File: config.mk
export PLATFORM = sky130hd
export DESIGN_NAME = write_sched
export DESIGN_NICKNAME = d
export VERILOG_FILES = /design/src/rtl/cartoon_pkg.sv /design/src/rtl/flex_counter.sv /design/src/rtl/write_sched.sv
export SDC_FILE = /design/constraint.sdc
export NUM_CORES = 1
export LEC_CHECK = 0
export BUFFER_PORTS_ARGS = -buffer_cell sky130_fd_sc_hd__buf_2
export CAP_MARGIN = 40
export CORE_AREA = 10 10 106 108
export CTS_BUF_LIST = sky130_fd_sc_hd__clkbuf_4
export DETAILED_ROUTE_END_ITERATION = 7
export DIE_AREA = 0 0 116 118
export PLACE_DENSITY_LB_ADDON = 0.1
export SLEW_MARGIN = 10
export SYNTH_ARGS = -nofsm -noshare
export SYNTH_HDL_FRONTEND = slang
export SYNTH_SLANG_ARGS = --single-unit
File: constraint.sdc
create_clock -name clk -period 6.1 [get_ports clk]
set_input_delay 1.22 -clock clk [delete_from_list [all_inputs] [get_ports clk]]
set_output_delay 1.22 -clock clk [all_outputs]
set_load 0.1 [all_outputs]
File: src/rtl/cartoon_pkg.sv
// Shared constants and types for the cartoon filter output path.
// The burst length and pixel stride are also used by the pixel buffer datapath.
package cartoon_pkg;

    typedef enum logic [1:0] {
        IDLE,
        RUN,
        DONE
    } wsched_state_t;

    localparam int CARTOON_FRAME_W      = 640;
    localparam int CARTOON_FRAME_H      = 480;
    localparam int CARTOON_FRAME_PIXELS = CARTOON_FRAME_W * CARTOON_FRAME_H;
    localparam int CARTOON_BURST_LEN    = 6;
    localparam int CARTOON_PIX_STRIDE   = 4;

endpackage

File: src/rtl/flex_counter.sv
// Modulo-ROLLOVER event counter.
// at_last_o flags the count on which the next enabled event wraps back to zero.
module flex_counter #(
    parameter int WIDTH    = 3,
    parameter int ROLLOVER = 6
) (
    input  logic clk,
    input  logic rst,
    input  logic clear_i,
    input  logic count_en_i,
    output logic at_last_o
);

    localparam logic [WIDTH-1:0] LAST = WIDTH'(ROLLOVER - 1);

    logic [WIDTH-1:0] count_q;
    logic [WIDTH-1:0] count_d;

    always_comb begin
        count_d = count_q;
        if (clear_i) begin
            count_d = '0;
        end else if (count_en_i) begin
            count_d = (count_q == LAST) ? '0 : count_q + WIDTH'(1);
        end
    end

    always_ff @(posedge clk) begin
        if (rst) begin
            count_q <= '0;
        end else begin
            count_q <= count_d;
        end
    end

    assign at_last_o = (count_q == LAST);

endmodule

File: src/rtl/write_sched.sv
// Ping-pong write buffer sequencer: fills one BURST_LEN-pixel bank from the filter
// while the other drains to SDRAM through an Avalon-MM write master.
module write_sched
    import cartoon_pkg::*;
#(
    parameter int                BURST_LEN    = CARTOON_BURST_LEN,
    parameter int                ADDR_W       = 32,
    parameter logic [ADDR_W-1:0] BASE_ADDR    = '0,
    parameter int                PIX_STRIDE   = CARTOON_PIX_STRIDE,
    parameter int                FRAME_PIXELS = CARTOON_FRAME_PIXELS
) (
    input  logic              clk,
    input  logic              rst,
    input  logic              start,
    input  logic              pixel_valid,
    output logic              pixel_ready,
    output logic              buf_load,
    output logic              fill_sel,
    output logic              buf_shift,
    output logic              drain_sel,
    output logic              master_write,
    output logic [ADDR_W-1:0] master_address,
    input  logic              master_waitrequest,
    output logic              busy,
    output logic              frame_done,
    output wsched_state_t     dbg_state
);

    localparam int                CNT_W     = $clog2(FRAME_PIXELS + 1);
    localparam int                BL_W      = (BURST_LEN > 1) ? $clog2(BURST_LEN) : 1;
    localparam logic [CNT_W-1:0]  FRAME_CNT = CNT_W'(FRAME_PIXELS);
    localparam logic [CNT_W-1:0]  LAST_CNT  = CNT_W'(FRAME_PIXELS - 1);
    localparam logic [ADDR_W-1:0] STRIDE    = ADDR_W'(PIX_STRIDE);

    if (FRAME_PIXELS % BURST_LEN != 0) begin : g_bad_frame_size
        $error("write_sched: FRAME_PIXELS must be a multiple of BURST_LEN");
    end

    wsched_state_t     state_q, state_d;
    logic [1:0]        bank_full_q, bank_full_d;
    logic              fill_sel_q, fill_sel_d;
    logic              drain_sel_q, drain_sel_d;
    logic [ADDR_W-1:0] addr_q, addr_d;
    logic [CNT_W-1:0]  accepted_cnt_q, accepted_cnt_d;
    logic [CNT_W-1:0]  written_cnt_q, written_cnt_d;

    logic run, xfer, wr_acc, fill_at_last, drain_at_last, clear_cnt;

    // Handshakes: a pixel moves when pixel_valid && pixel_ready; a write is taken
    // when master_write && !master_waitrequest. Both ready/write depend only on
    // registered state, so neither side sees a combinational path from its own input.
    assign run          = (state_q == RUN);
    assign pixel_ready  = run && !bank_full_q[fill_sel_q] && (accepted_cnt_q < FRAME_CNT);
    assign xfer         = pixel_valid && pixel_ready;
    assign master_write = run && bank_full_q[drain_sel_q];
    assign wr_acc       = master_write && !master_waitrequest;
    assign clear_cnt    = (state_q == DONE);

    flex_counter #(.WIDTH(BL_W), .ROLLOVER(BURST_LEN)) u_fill_cnt (
        .clk        (clk),
        .rst        (rst),
        .clear_i    (clear_cnt),
        .count_en_i (xfer),
        .at_last_o  (fill_at_last)
    );

    flex_counter #(.WIDTH(BL_W), .ROLLOVER(BURST_LEN)) u_drain_cnt (
        .clk        (clk),
        .rst        (rst),
        .clear_i    (clear_cnt),
        .count_en_i (wr_acc),
        .at_last_o  (drain_at_last)
    );

    always_comb begin
        state_d        = state_q;
        bank_full_d    = bank_full_q;
        fill_sel_d     = fill_sel_q;
        drain_sel_d    = drain_sel_q;
        addr_d         = addr_q;
        accepted_cnt_d = accepted_cnt_q;
        written_cnt_d  = written_cnt_q;
        case (state_q)
            IDLE: begin
                if (start) state_d = RUN;
            end
            RUN: begin
                // Fill and drain always target different banks, so both updates can land together.
                if (xfer) begin
                    accepted_cnt_d = accepted_cnt_q + CNT_W'(1);
                    if (fill_at_last) begin
                        bank_full_d[fill_sel_q] = 1'b1;
                        fill_sel_d              = ~fill_sel_q;
                    end
                end
                if (wr_acc) begin
                    addr_d        = addr_q + STRIDE;
                    written_cnt_d = written_cnt_q + CNT_W'(1);
                    if (drain_at_last) begin
                        bank_full_d[drain_sel_q] = 1'b0;
                        drain_sel_d              = ~drain_sel_q;
                    end
                    if (written_cnt_q == LAST_CNT) state_d = DONE;
                end
            end
            DONE: begin
                state_d        = IDLE;
                bank_full_d    = 2'b00;
                fill_sel_d     = 1'b0;
                drain_sel_d    = 1'b0;
                addr_d         = BASE_ADDR;
                accepted_cnt_d = '0;
                written_cnt_d  = '0;
            end
            default: state_d = IDLE;
        endcase
    end

    always_ff @(posedge clk) begin
        if (rst) begin
            state_q        <= IDLE;
            bank_full_q    <= 2'b00;
            fill_sel_q     <= 1'b0;
            drain_sel_q    <= 1'b0;
            addr_q         <= BASE_ADDR;
            accepted_cnt_q <= '0;
            written_cnt_q  <= '0;
        end else begin
            state_q        <= state_d;
            bank_full_q    <= bank_full_d;
            fill_sel_q     <= fill_sel_d;
            drain_sel_q    <= drain_sel_d;
            addr_q         <= addr_d;
            accepted_cnt_q <= accepted_cnt_d;
            written_cnt_q  <= written_cnt_d;
        end
    end

    assign buf_load       = xfer;
    assign buf_shift      = wr_acc;
    assign fill_sel       = fill_sel_q;
    assign drain_sel      = drain_sel_q;
    assign master_address = addr_q;
    assign busy           = (state_q != IDLE);
    assign frame_done     = (state_q == DONE);
    assign dbg_state      = state_q;

endmodule

==> results by group <==
Run status
  – Status: complete, no violations

Yosys
  – Compound-cell area share of the yosys netlist: 0.1197
  – #FFs+latches synth: 80
  – Largest family of logic cells by synthesized area: simple AND/OR/NAND/NOR gates
  – Post-synth EDFFs: 0
  – Cell area after synthesis: 4014 sq um
  – Xor/xnor share of the synthesized area: 0.08728
  – Seq/Total Area, Yosys: 0.3990
  – Asr flop ratio synth: 0
  – Post-Synth Adder-Cell Area: 0.02182
  – Synth Instances: 481
  – YS warnings: 0
  – Count of cell types in the netlist: 49
  – Synth Flop Type: dfxtp_1
  – Simple logic cell fraction of the synthesized area: 0.3064
  – Post-synthesis mux area share: 0.02494
  – Syn_area_per_cell: 8.345 sq um

Setup path
  – Critical Path AT: 2530 ps
  – Max incr delay on CP: 540 ps
  – Startpoint types: input pin
  – Worst path slowest cell: buf_2
  – CP Cell Sequence: buf_2 -> nand2b_1 -> nor2_1 -> buf_2
  – Max Fanout on Critical Path: 9
  – CP most frequent cell: buf_2
  – Required time worst endpoint: 4880 ps
  – CP Class: in -> out
  – Setup crit end kind: output port

Layout
  – Fillers: 907
  – Finished Layout Cells: 633
  – Most common cell after layout, fill and taps aside: dfxtp_1
  – Nets: 529
  – Ant. Diodes: 0
  – Layout cells sized above 1: 0.1284
  – Commonest non-fill, non-tap cells in the layout: dfxtp_1 (80), nor2_1 (64), buf_2 (45), nand2_1 (29)
  – Area growth syn-to-layout: 11.56%
  – Final Util: 0.4916

Power
  – Clock power frac: 0.386
  – Sw Share: 0.2720
  – Cell-internal power: 0.7621 mW
  – Sequential power share: 0.510
  – Psw: 0.2848 mW
  – Total power: 1.047 mW
  – Pleak: 1.554 nW
  – Maximum vdd drop: 0.1224 mV
  – Combinational share of power: 0.104
  – PwrDens: 233.8 nW/um^2

Clock tree
  – H-tree depth: 3
  – Post-CTS Setup Inserts: 0
  – TritonCTS buffer count: 9
  – Clock latency on the worst-skew pair: 420 ps
  – Deepest clock path buffer count: 2
  – Clk slew on worst S/H paths: 110 ps
  – CTS sink count: 80
  – # hold bufs at CTS: 0
  – CTS root buf: clkbuf_4
  – CTS tree: built
  – Post-cts sizing count: 0

Floorplan
  – DIE HEIGHT: 118 um
  – Die W: 116 um
  – Starting Density: 0.4407
  – Core Region: 9109 sq um
  – Io pins: 47
  – Die area: 13,690 sq um
  – Rows: 35

Worst hold path
  – Hold Crit Class: reg -> reg

Route
  – Initial DRC count: 221
  – Vias per cell: 5.649
  – Post-route ant nets: 0
  – Remaining DRCs: 0
  – First drt pass iteration count: 4
  – Detailed Route WL: 9500 um
  – Drt wl/cell: 15.01 um
  – Total number of vias: 3,576

Placed design
  – DP Wirelength: 6668 um
  – Routability cong.: 0.8008
  – Port bufs: 44
  – Post-Place Cells: 617

Timing
  – Skew final: 23.69 ps
  – Final hold viol count: 0
  – Relative slew slack: 0.5501
  – Tmin final: 3746 ps
  – Fmax: 266.9 MHz
  – Endpoints failing setup: 0
  – Slew Viols, Final: 0
  – Worst-Margin Slew: 674.8 ps
  – RSZ-0062 raised after global routing: false
  – Period utilisation layout: 0.6141
  – Setup TNS: 0 ps

Global routing
  – First-pass GRT wire length: 16,040 um
  – Grt ovf: 0
  – GR Util All Layers: 0.1397
  – Largest net degree at the start of global routing: 45
  – Initial antenna violation count: 0
  – Vias in the first global route: 3,250

Job
  – Max_cap viols: 0
## sequential cells by signal, indices dropped and copies added (netlist names)
signal and count:
fill_sel 1, u_drain_cnt.count_q 3, master_address 30, written_cnt_q 19, drain_sel 1, accepted_cnt_q 19
bank_full_q 2, dbg_state 2, u_fill_cnt.count_q 3
## power by group through the flow
stage | Combinational [mW] | Sequential (mW) | Clock, mW
floorplan | 0.0774 | 0.561 | 0
global placement | 0.109 | 0.545 | 0
detailed placement | 0.110 | 0.546 | 0
CTS | 0.110 | 0.534 | 0.412
global route | 0.118 | 0.536 | 0.434
finish | 0.109 | 0.534 | 0.404
## cell type report
| type | instances | area [sq um] | share of cell area |
|---|---|---|---|
| clock buffer | 10 | 75.07 | 0.01676 |
| clock inverter | 6 | 106.4 | 0.02375 |
| multi-input combinational | 366 | 2260 | 0.5046 |
| tap | 111 | 138.9 | 0.03101 |
| timing repair buffer | 49 | 255.2 | 0.05700 |
| inverter | 11 | 41.29 | 0.009220 |
| sequential | 80 | 1602 | 0.3576 |
## worst paths after layout
kind                                       from                               to  slack [ps]  depth (start not counted)
setup reg to reg      dbg_state[0]$_SDFFE_PP0P_  master_address[27]$_SDFFE_PP0P_        3260                          8
hold / removal    written_cnt_q[8]$_SDFFE_PP0P_    written_cnt_q[8]$_SDFFE_PP0P_         490                          2
hold reg to reg   written_cnt_q[8]$_SDFFE_PP0P_    written_cnt_q[8]$_SDFFE_PP0P_         490                          2
setup / recovery             master_waitrequest                        buf_shift        2350                          4
## metrics by stage
stage | hold WS, ps | instance area, sq um | setup slack (ps)
floorplan | 447.7 | 4018 | 1862
global placement | 461.4 | 4292 | 2416
detailed placement | 467.4 | 4297 | 2370
CTS | 489.6 | 4478 | 2359
global route | 516.2 | 4478 | 2194
finish | 487.2 | 4478 | 2354
## kinds of logic after synthesis
group,Yosys count
muxes,10
xor gates and xnor gates,40
and+or+nand+nor,230
adders and majority gates,7
DFF,80
other,1
buffers and inverters,36
AOI/OAI and AO/OA,77
## synthesized netlist by cell type (11+ instances only)
master,count,share of area
a21oi_1,27,0.034
clkbuf_1,15,0.014
dfxtp_1,80,0.40
inv_1,11,0.010
nand2_1,29,0.027
nand3_1,23,0.029
nand4_1,23,0.036
nor2_1,64,0.060
nor3_1,13,0.016
nor4_1,14,0.022
o21ai_0,13,0.016
o31ai_1,13,0.024
or4_1,15,0.028
xnor2_1,27,0.059
xor2_1,13,0.028
## critical path, delay by kind of cell
family,cells,cell delay [ps]
buf+inv,2,630
simple gates,2,670
## layer usage
layer	vias to the layer above	wire, um	track usage
met2	61	4264	0.2151
met1	1681	4706	0.1853
met4	0	112	0.04773
li1	1825	-	-
met3	9	417	0.03211
met5	-	0	0
(Power assumes the default switching activity.)
